**src/rtl/adder_arbiter.sv**
```systemverilog
// adder_arbiter: two-requester front end for one shared registered adder.
// Define ADDER_ARB_FIXED_PRIO_EN for fixed priority (req0 wins); default round-robin.
module adder_arbiter #(
  parameter int WIDTH   = 10,
  parameter int LATENCY = 1
) (
  input  logic             clk,
  input  logic             rst,
  input  logic             req0_valid,
  output logic             req0_ready,
  input  logic [WIDTH-1:0] req0_a,
  input  logic [WIDTH-1:0] req0_b,
  input  logic             req1_valid,
  output logic             req1_ready,
  input  logic [WIDTH-1:0] req1_a,
  input  logic [WIDTH-1:0] req1_b,
  output logic [WIDTH-1:0] add_in1,
  output logic [WIDTH-1:0] add_in2,
  input  logic [WIDTH:0]   add_out,
  output logic             rsp_valid,
  output logic             rsp_id,
  output logic [WIDTH:0]   rsp_data,
  input  logic             rsp_ready,
  output logic             busy
);

  typedef enum logic [1:0] {
    IDLE,
    WAIT,
    RESP
  } state_t;

  localparam logic [3:0] LAT = 4'(LATENCY);

  state_t     state;
  logic [3:0] cnt;
  logic       gnt0;
  logic       gnt1;
  logic       idle_ok;

`ifdef ADDER_ARB_FIXED_PRIO_EN
  always_comb begin
    gnt0 = req0_valid;
    gnt1 = req1_valid & ~req0_valid;
  end
`else
  logic prio;

  always_comb begin
    gnt0 = req0_valid & (~req1_valid | ~prio);
    gnt1 = req1_valid & (~req0_valid | prio);
  end
`endif

  // Reset masks the grant so no handshake can slip through with rst high.
  assign idle_ok    = (state == IDLE) & ~rst;
  assign req0_ready = idle_ok & gnt0;
  assign req1_ready = idle_ok & gnt1;
  assign rsp_valid  = (state == RESP);
  assign busy       = (state != IDLE);

  always_ff @(posedge clk) begin
    if (rst) begin
      state    <= IDLE;
      cnt      <= '0;
      add_in1  <= '0;
      add_in2  <= '0;
      rsp_data <= '0;
      rsp_id   <= 1'b0;
`ifndef ADDER_ARB_FIXED_PRIO_EN
      prio     <= 1'b0;
`endif
    end else begin
      unique case (state)
        IDLE: begin
          if (req0_ready | req1_ready) begin
            add_in1 <= req1_ready ? req1_a : req0_a;
            add_in2 <= req1_ready ? req1_b : req0_b;
            rsp_id  <= req1_ready;
            cnt     <= '0;
            state   <= WAIT;
`ifndef ADDER_ARB_FIXED_PRIO_EN
            prio    <= req0_ready;
`endif
          end
        end
        WAIT: begin
          if (cnt == LAT) begin
            rsp_data <= add_out;
            state    <= RESP;
          end else begin
            cnt <= cnt + 4'd1;
          end
        end
        RESP: begin
          if (rsp_ready) state <= IDLE;
        end
        default: state <= IDLE;
      endcase
    end
  end

endmodule

```
**config.mk**
```make
export PLATFORM = sky130hd
export DESIGN_NAME = adder_arbiter
export DESIGN_NICKNAME = d
export VERILOG_FILES = /design/src/rtl/adder_arbiter.sv
export SDC_FILE = /design/constraint.sdc
export NUM_CORES = 1
export LEC_CHECK = 0
export ABC_AREA = 1
export CORE_ASPECT_RATIO = 2
export CORE_MARGIN = 2
export CORE_UTILIZATION = 43
export CTS_CLUSTER_DIAMETER = 50
export DETAILED_ROUTE_END_ITERATION = 10
export MAX_ROUTING_LAYER = met4
export PLACE_DENSITY = 0.88
export SYNTH_ARGS = -nofsm -noshare
export SYNTH_HDL_FRONTEND = slang
export SYNTH_SLANG_ARGS = --single-unit
```
**constraint.sdc**
```tcl
create_clock -name clk -period 3 [get_ports clk]
set_clock_uncertainty 0.05 [all_clocks]
set_input_delay 0.9 -clock clk [delete_from_list [all_inputs] [get_ports clk]]
set_output_delay 0.9 -clock clk [all_outputs]
set_load 0.005 [all_outputs]
```
==> results of run 1 <==
-- per-stage QoR --
stage / TNS (ps) / setup slack (ps) / utilization [%] / total power [µW]
after detailed placement: -264.4 / -150.7 / 66.77 / 923.4
after CTS: 0 / 170.2 / 69.42 / 1370
final: 0 / 181.6 / 69.42 / 1359
after global placement: -267.3 / -153.5 / 66.77 / 915.8
after floorplan: 0 / 565.0 / - / 737.0
after global routing: 0 / 93.62 / 69.42 / 1424
-- tightest hold or removal path: cells and delay by family (launching register included) --
kind               cells  cell delay (ps)
DFF                    1              310
AOI/OAI and AO/OA      1               50
and+or+nand+nor        1               60
-- worst paths after layout --
kind                            startpoint     endpoint  slack (ps)  cells after the start
worst max-delay path            req1_valid   req0_ready         180                      5
worst max register to register      cnt[0]  rsp_data[0]        1100                      6
worst min-delay path            add_in1[8]   add_in1[8]         410                      2
worst min register to register  add_in1[8]   add_in1[8]         410                      2
-- sequential cells by signal, summed over array words and instances, names as in the netlist --
| register | cells |
|---|---|
| rsp_data | 11 |
| add_in1 | 10 |
| add_in2 | 10 |
| cnt | 4 |
| state | 2 |
| prio | 1 |
| rsp_id | 1 |
-- kinds of logic (layout without fill, tap and decap cells) --
| kind of cell | after synthesis | after routing | synth area share, % |
|---|---|---|---|
| compound gates | 43 | 43 | 11.64 |
| fa+ha+maj | 2 | 2 | 1.323 |
| buf+inv | 67 | 161 | 15.61 |
| flops | 39 | 39 | 41.27 |
| simple gates | 133 | 133 | 30.16 |
-- per-layer routing --
metal  vias to the layer above  share of wire [%]
met5                         -                  0
met4                         0                4.5
met3                        18                4.1
met2                        84                 55
met1                       935                 37
li1                       1045                  -
-- power by group through the flow --
stage | clock, µW | combinational, µW | sequential (µW)
6_report | 446 | 333 | 580
5_1_grt | 472 | 368 | 585
4_1_cts | 455 | 335 | 580
3_5_place_dp | 0 | 333 | 590
3_3_place_gp | 0 | 327 | 589
2_1_floorplan | 0 | 146 | 591
-- Yosys cell counts, types with 2 or more instances --
master	instances
nand2_1	74
inv_1	51
dfxtp_1	39
a21oi_1	27
nor2_1	26
nand3_1	25
o21ai_0	14
buf_4	4
buf_2	3
buf_6	3
clkbuf_1	3
nor2_4	3
ha_1	2
-- cell type report --
cell class	instances	share of cell area (%)
clock inverter	2	1.174
timing repair buffer	100	33.52
inverter	53	6.753
tap	54	2.265
clock buffer	6	2.768
sequential	39	26.17
multi-input combinational	178	27.35
-- what timing repair did --
| action | in CTS | in global routing |
|---|---|---|
| gates resized for setup | 3 | 0 |
| endpoints found under the hold margin | 0 | 0 |
| endpoints found under the setup margin | 2 | 0 |
| hold buffers | 0 | 0 |
==> metrics.md, run 1 <==
| Metric | Value |
|---|---|
| Outcome | complete, no violations |
| DR DRC count | 0 |
| Chip height | 97.80 µm |
| # clock sinks | 39 |
| GRT Util Overall | a little under a quarter |
| Gr busiest metal | met2 |
| Worst Max-Slew Pin Slew | 608.3 ps |
| Synth-to-Final Area Change | 57.67% |
| Worst EP required | 2050 ps |
| GR Overflow Total | 0 |
| Ys Warns | 0 |
| Final net count | between 400 and 500 |
| Final setup violation count | 0 |
| CP startpoint kind | input port |
| Leakage power | 0.001369 µW |
| Die Span X | 50.90 µm |
| Die area | between 4000 and 5000 µm² |
| Ranking of synthesized cells by area | dfxtp_1 (41%), nand2_1 (15%), inv_1 (10%) |
| Vias in the first global route | around 2100 |
| HP Class | register to register |
| Post-Layout Inst Area | 2983 µm² |
| CORE AREA | approximately 4300 µm² |
| Share of cells above drive strength 1 | 6.878% |
| Slew headroom | 59.30% |
| Max Clock Freq | 0.3548 GHz |
| Ys async rst share | 0% |
| #FFs+latches synth | 39 |
| IO Port Bufs | just over 90 |
| Flop pwr share | between 40% and 50% |
| 1st-pass router iterations | 4 |
| Initial antenna violation count | 0 |
| Buffers & Inverters on Critical Path | 2 |
| Maximum fanout along the worst path | 3 |
| DRT antenna net count | 0 |
| Met1 GRT Util | between 20 and 25% |
| Pin count of the biggest net entering global routing | 26 |
| Crit-path cells | clkdlybuf4s50_1, nand2_1, nand2_1, nor2_2, dlygate4sd2_1 |
| Sw frac | 25.57% |
| Unique cell type count in the Yosys netlist | 23 |
| Post CTS Setup Buffer Count | 0 |
| Filler cells | 312 |
| Clock buffer depth | 2 |
| Initial Utilization | 44.03% |
| Critical path type | input port to output pin |
| RSZ-0062 raised after global routing | false |
| Main flop type after synthesis | dfxtp_1 |
| FP Rows | 34 |
| Mapped Cells | 284 |
| CTS buffer count | 5 |
| CTS root buf | clkbuf_8 |
| WHS | 413.7 ps |
| Crit-path leading delay family | buffers and inverters |
| Tmin final | 2818 ps |
| Max-cap violations | 0 |
| Routability cong. | 0.7738 |
| Synth Cell Area | 1892 µm² |
| Max stage delay on crit path | 440 ps |
| Data arrival time of the worst path | between 1500 and 2000 ps |
| Met3 Use GR | 3.058% |
| Post-synth top area share | 41.27% |
| P_sw | 347.5 µW |
| GRT met2 Usage | 40.06% |
| DP Area | 2869 µm² |
| Worst vdd rail ir drop | around 0.31 mV |
| Largest area contributor in the netlist | dfxtp_1 |
| Fin cells | 432 |
| Synth Area per Inst | ~6.7 µm² |
| Comb pwr share | 24.5% |
| Vias per inst | roughly 4.8 |
| Clock power share | 32.8% |
| Diodes inserted | 0 |
| Post-synth EDFFs | 0 |
| Crit. End Element | output pin |
| Clk slew on worst S/H paths | about 80 ps |
| Sequential fraction of the synthesis area | 41.27% |
| Area of the multi-input gates | about 820 µm² |
| Top cell by count, worst path | nand2_1 |
| Post-Place Cells | 424 |
| First DRT Iteration DRCs | 53 |
| Final Max Tran Viols | 0 |
| Average routed wire per standard cell | 12.22 µm |
| CTS H-Tree Depth | 2 |
| CTS tree | built |
| Int Pwr | about 1000 µW |
| Final Hold Fails | 0 |
| I/O Pins | 92 |
| First-pass GRT wire length | between 8000 and 9000 µm |
| Synth Net Count | between 300 and 400 |
| Most frequent cells in the layout | clkdlybuf4s50_1 (88), nand2_1 (74), inv_1 (51) |
| Slowest cell on crit path | clkdlybuf4s50_1 |
| Final WL | ~5300 µm |
| FF/Latch Area | 780.7 µm² |
| Worst-Skew Late Latency | roughly 290 ps |
| Most common cell after layout, fill and taps aside | clkdlybuf4s50_1 |
| Vias | around 2100 |
| Pwr/cell area | 455.7 nW/µm² |
| Final Cycle Share | 93.95% |
| DP HPWL | just under 4000 µm |
(Power assumes the default switching activity.)
==> run 2, diff against run 1 <==
Settings changed: CORE_UTILIZATION 43 to 30, PLACE_DENSITY 0.88 to 0.69.
Clock period 3 ns to 2.5 ns, I/O delays scaled along.
==> run 2 against run 1 <==
Cell area up 3.0%. Core utilization down 20 points. Critical path depth unchanged. Wire length down 0.85%. Via count down 3.9%. First-iteration DRC count up 7.5%. Sequential cell count unchanged. Hold slack worse by 3.5 ps. Sequential share of layout area down 0.77 points. Sequential power up 20%. Critical path type unchanged.
==> metrics.md, run 2 (same netlist as run 1, synthesis figures left out) <==
| Metric | Value |
|---|---|
| DP Area | 2924 µm² (+1.9%) |
| Critical path type | input port to output pin |
| Worst r2r src | state[0] |
| Vias per inst | 4.283 (-11%) |
| CTS tree | built |
| DR DRC count | 0 (unchanged) |
| DP HPWL | 3786 µm (-2.1%) |
| Data arrival time of the worst path | 1510 ps (-360 ps) |
| Average routed wire per standard cell | 11.21 µm (-8.3%) |
| Synth-to-Final Area Change | 62.43% |
| CTS buffer count | 5 (unchanged) |
| R2r endpoint | cnt[1] |
| Share of cells above drive strength 1 | 7.612% (+0.73 points) |
| Hold path depth | 2 (unchanged) |
| CORE AREA | 6207 µm² (+44%) |
| Overall power | 1700 µW (+25%) |
| Hold Path End | add_in1[7] |
| CTS root buf | clkbuf_16 |
| # clock sinks | 39 (unchanged) |
| Vias in the first global route | 1892 (-8.3%) |
| First-pass GRT wire length | 8569 µm (-2.9%) |
| Chip height | 116.3 µm (+19%) |
| WHS | 410.2 ps (-3.463 ps) |
| Reg with most FFs | rsp_data |
| Max-cap violations | 0 (unchanged) |
| CP startpoint kind | input port |
| Max Clock Freq | 0.4324 GHz |
| Leakage power | 0.001390 µW (+1.5%) |
| Maximum fanout along the worst path | 3 (unchanged) |
| Flop pwr share | 40.8% (-1.9 points) |
| Final WL | 5233 µm (-0.85%) |
| Initial antenna violation count | 0 (unchanged) |
| Largest registers | rsp_data: 11 flops, add_in1: 10 flops, add_in2: 10 flops |
| Comb pwr share | 23.6% (-0.9 points) |
| 1st-pass router iterations | 4 (unchanged) |
| Crit. End Element | output pin |
| R2r worst-path depth | 8 (+2) |
| Most common cell after layout, fill and taps aside | clkdlybuf4s50_1 |
| Die Span X | 60.15 µm (+18%) |
| Diodes inserted | 0 (unchanged) |
| P_sw | 435.8 µW (+25%) |
| FP Rows | 41 (+21%) |
| Final Max Tran Viols | 0 (unchanged) |
| Filler cells | 637 (+100%) |
| Worst-Skew Late Latency | 280 ps (about the same) |
| Clk slew on worst S/H paths | 60 ps (-20 ps) |
| Max reg flops | 11 (unchanged) |
| Routability cong. | 0.8402 (+8.6%) |
| RSZ-0062 raised after global routing | false |
| Post-Place Cells | 458 (+8.0%) |
| Post-Layout Inst Area | 3073 µm² (+3.0%) |
| GR Overflow Total | 0 (unchanged) |
| Final setup violation count | 0 (unchanged) |
| Final net count | 438 (+0.69%) |
| I/O Pins | 92 (unchanged) |
| Worst vdd rail ir drop | 0.3445 mV (+9.5%) |
| R2R Setup Slk | 1000 ps (-100 ps) |
| Tmin final | 2312 ps |
| GRT Util Overall | 15.99% (-7.4 points) |
| Fin cells | 467 (+8.1%) |
| Hold Crit Start | add_in1[7] |
| Die area | 6995 µm² (+41%) |
| Worst Max-Slew Pin Slew | 361.7 ps (-246.6 ps) |
| Pin count of the biggest net entering global routing | 26 (unchanged) |
| Initial Utilization | 30.48% (-14 points) |
| Worst EP required | 1700 ps (-350 ps) |
| Outcome | complete, no violations |
| HP Class | register to register |
| Sw frac | 25.63% (+0.064 points) |
| Pwr/cell area | 553.2 nW/µm² (+21%) |
| Clock buffer depth | 2 (unchanged) |
| Final Hold Fails | 0 (unchanged) |
| Most frequent cells in the layout | clkdlybuf4s50_1 (86), nand2_1 (73), inv_1 (51) |
| Vias | 2000 (-3.9%) |
| Clock power share | 35.5% (+2.7 points) |
| IO Port Bufs | 91 (unchanged) |
| Final Cycle Share | between 90% and 100% |
| Int Pwr | 1264 µW (+25%) |
| Slew headroom | 75.86% (+17 points) |
| DRT antenna net count | 0 (unchanged) |
| First DRT Iteration DRCs | 57 (+7.5%) |
| CTS H-Tree Depth | 2 (unchanged) |
==> run 2: cell types whose count changed in the layout (fill, tap and decap cells not counted) <==
cell	delta
nor2_4	+1
clkdlybuf4s50_1	-2
nand2_2	+1
nand2_1	-1
buf_4	+3
clkdlybuf4s15_2	+1
bufinv_16	-1
clkbuf_16	+5
clkbuf_1	+2
dlygate4sd2_1	+1
nor2_2	-1
clkbuf_8	-6
==> run 2: cell type report <==
| class | count | area [µm²] | area share, % |
|---|---|---|---|
| Sequential cell | 39 | 780.7 | 25.41 |
| Clock buffer | 7 | 132.6 | 4.316 |
| Clock inverter | 1 | 5.005 | 0.1629 |
| Inverter | 53 | 201.4 | 6.555 |
| Tap cell | 86 | 107.6 | 3.502 |
| Timing Repair Buffer | 103 | 1022 | 33.27 |
| Multi-Input combinational cell | 178 | 823.3 | 26.79 |
==> run 2: how the worst max path moves through the flow <==
stage,startpoint,endpoint,slack (ps)
after global routing,rst,req0_ready,150
after CTS,rst,req0_ready,190
after global placement,rst,req0_ready,-350
after floorplan,rst,req1_ready,360
after detailed placement,rst,req0_ready,-380
final,rst,req0_ready,190
==> run 2: worst max-delay path: stages <==
cell	delay, ps
dlygate4sd2_1	270
inv_4	70
nand2_4	70
nor2_4	110
dlygate4sd2_1	230
==> run 2: per-stage QoR <==
step	worst slack, ps	util, %	setup TNS, ps
after CTS	188.7	49.51	0
after floorplan	365.0	-	0
after detailed placement	-379.4	47.11	-680.1
final	187.6	49.51	0
after global placement	-354.1	47.11	-664.3
after global routing	146.2	49.51	0
==> run 2: per-layer routing <==
layer | vias up | track usage [%] | wire [µm]
met4 | 0 | 3.111 | 42
li1 | 1054 | - | -
met5 | - | - | 0
met2 | 72 | 26.52 | 2369
met3 | 3 | 4.319 | 475
met1 | 871 | 19.20 | 2347
==> run 2: what timing repair did <==
action                     4_1_cts  5_1_grt
setup endpoints to repair        2        0
setup buffers                    1        0
resized for setup                9        0
hold buffers                     0        0
==> run 2: power by group through the flow <==
stage	Combinational [µW]	Sequential, µW	Clock (µW)
2_1_floorplan	175	710	0
3_3_place_gp	402	706	0
3_5_place_dp	404	707	0
4_1_cts	408	694	625
5_1_grt	447	699	648
6_report	402	694	604
==> run 3, diff against run 2 <==
Settings changed: RECOVER_POWER from default to 25.
==> run 3 against run 2 <==
Hold slack better by 1.4 ps. Cell area fell by 0.86%. Register-to-register slack got worse by 310 ps. Clock power about the same. Global-route usage stayed put. Non-clock buffer count is the same. Highest routed layer unchanged. Cell count unchanged. Sequential share of layout area rose by 0.22 points. Sequential cell count is the same. Die area did not move. Combinational power down 2%. Critical path depth is the same.
==> metrics.md, run 3 (same netlist as run 1, synthesis figures left out) <==
| Metric | Value |
|---|---|
| Outcome | complete, no violations |
| Maximum fanout along the worst path | 3 (unchanged) |
| Final Hold Fails | 0 (unchanged) |
| R2r endpoint | rsp_data[1] |
| Chip height | 116.3 µm (unchanged) |
| IO Port Bufs | 91 (unchanged) |
| DR WL met3 | 462 µm (-2.7%) |
| Crit. End Element | output pin |
| 1st-pass router iterations | 4 (unchanged) |
| Critical path type | input port to output pin |
| GR Overflow Total | 0 (unchanged) |
| Most frequent cells in the layout | clkdlybuf4s50_1 (86), nand2_1 (73), inv_1 (51) |
| Slew headroom | 59.85% (-16 points) |
| Tmin final | 2312 ps (-0.3720 ps) |
| CTS root buf | clkbuf_16 |
| Post-CTS Hold Fix Bufs | 0 (unchanged) |
| Worst vdd rail ir drop | 0.3436 mV (-0.25%) |
| Int Pwr | 1255 µW (-0.71%) |
| Reg with most FFs | rsp_data |
| Diodes inserted | 0 (unchanged) |
| CTS H-Tree Depth | 2 (unchanged) |
| # clock sinks | 39 (unchanged) |
| Clock buffer depth | 2 (unchanged) |
| DRT antenna net count | 0 (unchanged) |
| First-pass GRT wire length | 8569 µm (unchanged) |
| CORE AREA | 6207 µm² (unchanged) |
| Data arrival time of the worst path | 1510 ps (about the same) |
| RSZ-0062 raised after global routing | false |
| Share of cells above drive strength 1 | 6.824% (-0.79 points) |
| CP startpoint kind | input port |
| Most common cell after layout, fill and taps aside | clkdlybuf4s50_1 |
| Worst-Skew Late Latency | 280 ps (about the same) |
| DP HPWL | 3786 µm (unchanged) |
| Synth-to-Final Area Change | 61.04% |
| Vias | 2011 (+0.55%) |
| Max Clock Freq | 0.4325 GHz (about the same) |
| HP Class | register to register |
| Leakage power | 0.001374 µW (-1.2%) |
| Max layer used | met4 |
| Setup TNS Final | 0 ps (unchanged) |
| First DRT Iteration DRCs | 49 (-14%) |
| Hold path depth | 2 (unchanged) |
| R2R Setup Slk | 690 ps (-310 ps) |
| Worst EP required | 1700 ps (about the same) |
| Worst Max-Slew Pin Slew | 602.2 ps (+240.6 ps) |
| Wire length on met1 | 2400 µm (+2.3%) |
| Max-cap violations | 0 (unchanged) |
| Overall power | 1692 µW (-0.47%) |
| GRT Util Overall | 15.99% (unchanged) |
| Pwr/cell area | 555.4 nW/µm² (+0.39%) |
| Final WL | 5264 µm (+0.59%) |
| Clock power share | 35.8% (+0.3 points) |
| Initial antenna violation count | 0 (unchanged) |
| Hold Crit Start | add_in1[7] |
| Die Span X | 60.15 µm (unchanged) |
| P_sw | 436.8 µW (+0.23%) |
| Clk slew on worst S/H paths | 60 ps (about the same) |
| Hold Path End | add_in1[7] |
| Vias in the first global route | 1892 (unchanged) |
| R2r worst-path depth | 7 (-1) |
| Comb pwr share | 23.2% (-0.4 points) |
| Final net count | 438 (unchanged) |
| I/O Pins | 92 (unchanged) |
| Met2 WL | 2359 µm (-0.42%) |
| Average routed wire per standard cell | 11.27 µm (+0.59%) |
| Max reg flops | 11 (unchanged) |
| Sw frac | 25.81% (+0.18 points) |
| Die area | 6995 µm² (unchanged) |
| Flop pwr share | 41.0% (+0.2 points) |
| FP Rows | 41 (unchanged) |
| Largest registers | rsp_data: 11 flops, add_in1: 10 flops, add_in2: 10 flops |
| WHS | 411.6 ps (+1.375 ps) |
| Final Max Tran Viols | 0 (unchanged) |
| Initial Utilization | 30.48% (unchanged) |
| CTS tree | built |
| Pin count of the biggest net entering global routing | 26 (unchanged) |
| Final setup violation count | 0 (unchanged) |
| CTS buffer count | 5 (unchanged) |
| DR DRC count | 0 (unchanged) |
| Worst r2r src | cnt[0] |
| Vias per inst | 4.306 (+0.55%) |
| Final Cycle Share | 92.48% (about the same) |
| Routability cong. | 0.8402 (unchanged) |
## run 3: metal layers
layer,up-vias,global-route usage [%]
met2,76,26.52
li1,1054,-
met1,878,19.20
met3,3,4.319
met4,0,3.111
met5,-,-
## run 3: final cells by class
type	instances	area (µm²)
clock inverter	1	5.005
multi-input combinational	178	823.3
tap	86	107.6
timing repair buffer	103	996.0
clock buffer	7	132.6
sequential	39	780.7
fill	644	3161
inverter	53	201.4
## run 3: how the worst max path moves through the flow
stage / from / endpoint / slack (ps) / cells past startpoint
after global placement: rst / req0_ready / -350 / 5
after floorplan: rst / req1_ready / 360 / 5
after detailed placement: rst / req0_ready / -380 / 5
final: rst / req0_ready / 190 / 5
after global routing: rst / req0_ready / 150 / 5
after CTS: rst / req0_ready / 190 / 5
## run 3: through the flow
step | cell area [µm²] | util (%) | std cells | setup slack (ps)
5_1_grt | 3047 | 49.08 | 467 | 146.2
3_5_place_dp | 2924 | 47.11 | 458 | -379.4
3_3_place_gp | 2924 | 47.11 | 458 | -354.1
2_1_floorplan | 1892 | - | 284 | 365.0
4_1_cts | 3073 | 49.51 | 467 | 188.7
6_report | 3047 | 49.08 | 467 | 187.9
## run 3: critical path: stages
cell           delay [ps]
dlygate4sd2_1         270
inv_4                  70
nand2_4                70
nor2_4                110
dlygate4sd2_1         230
## run 3: power by group through the flow
stage | clock network (µW) | logic, µW | registers [µW]
after detailed placement | 0 | 404 | 707
after global placement | 0 | 402 | 706
after CTS | 625 | 408 | 694
final | 606 | 392 | 694
after floorplan | 0 | 175 | 710
after global routing | 648 | 436 | 699
## run 3: timing repair
item | 4_1_cts | 5_1_grt
setup endpoints to repair | 2 | 0
gates resized for setup | 9 | 0
buffers inserted | 1 | 0
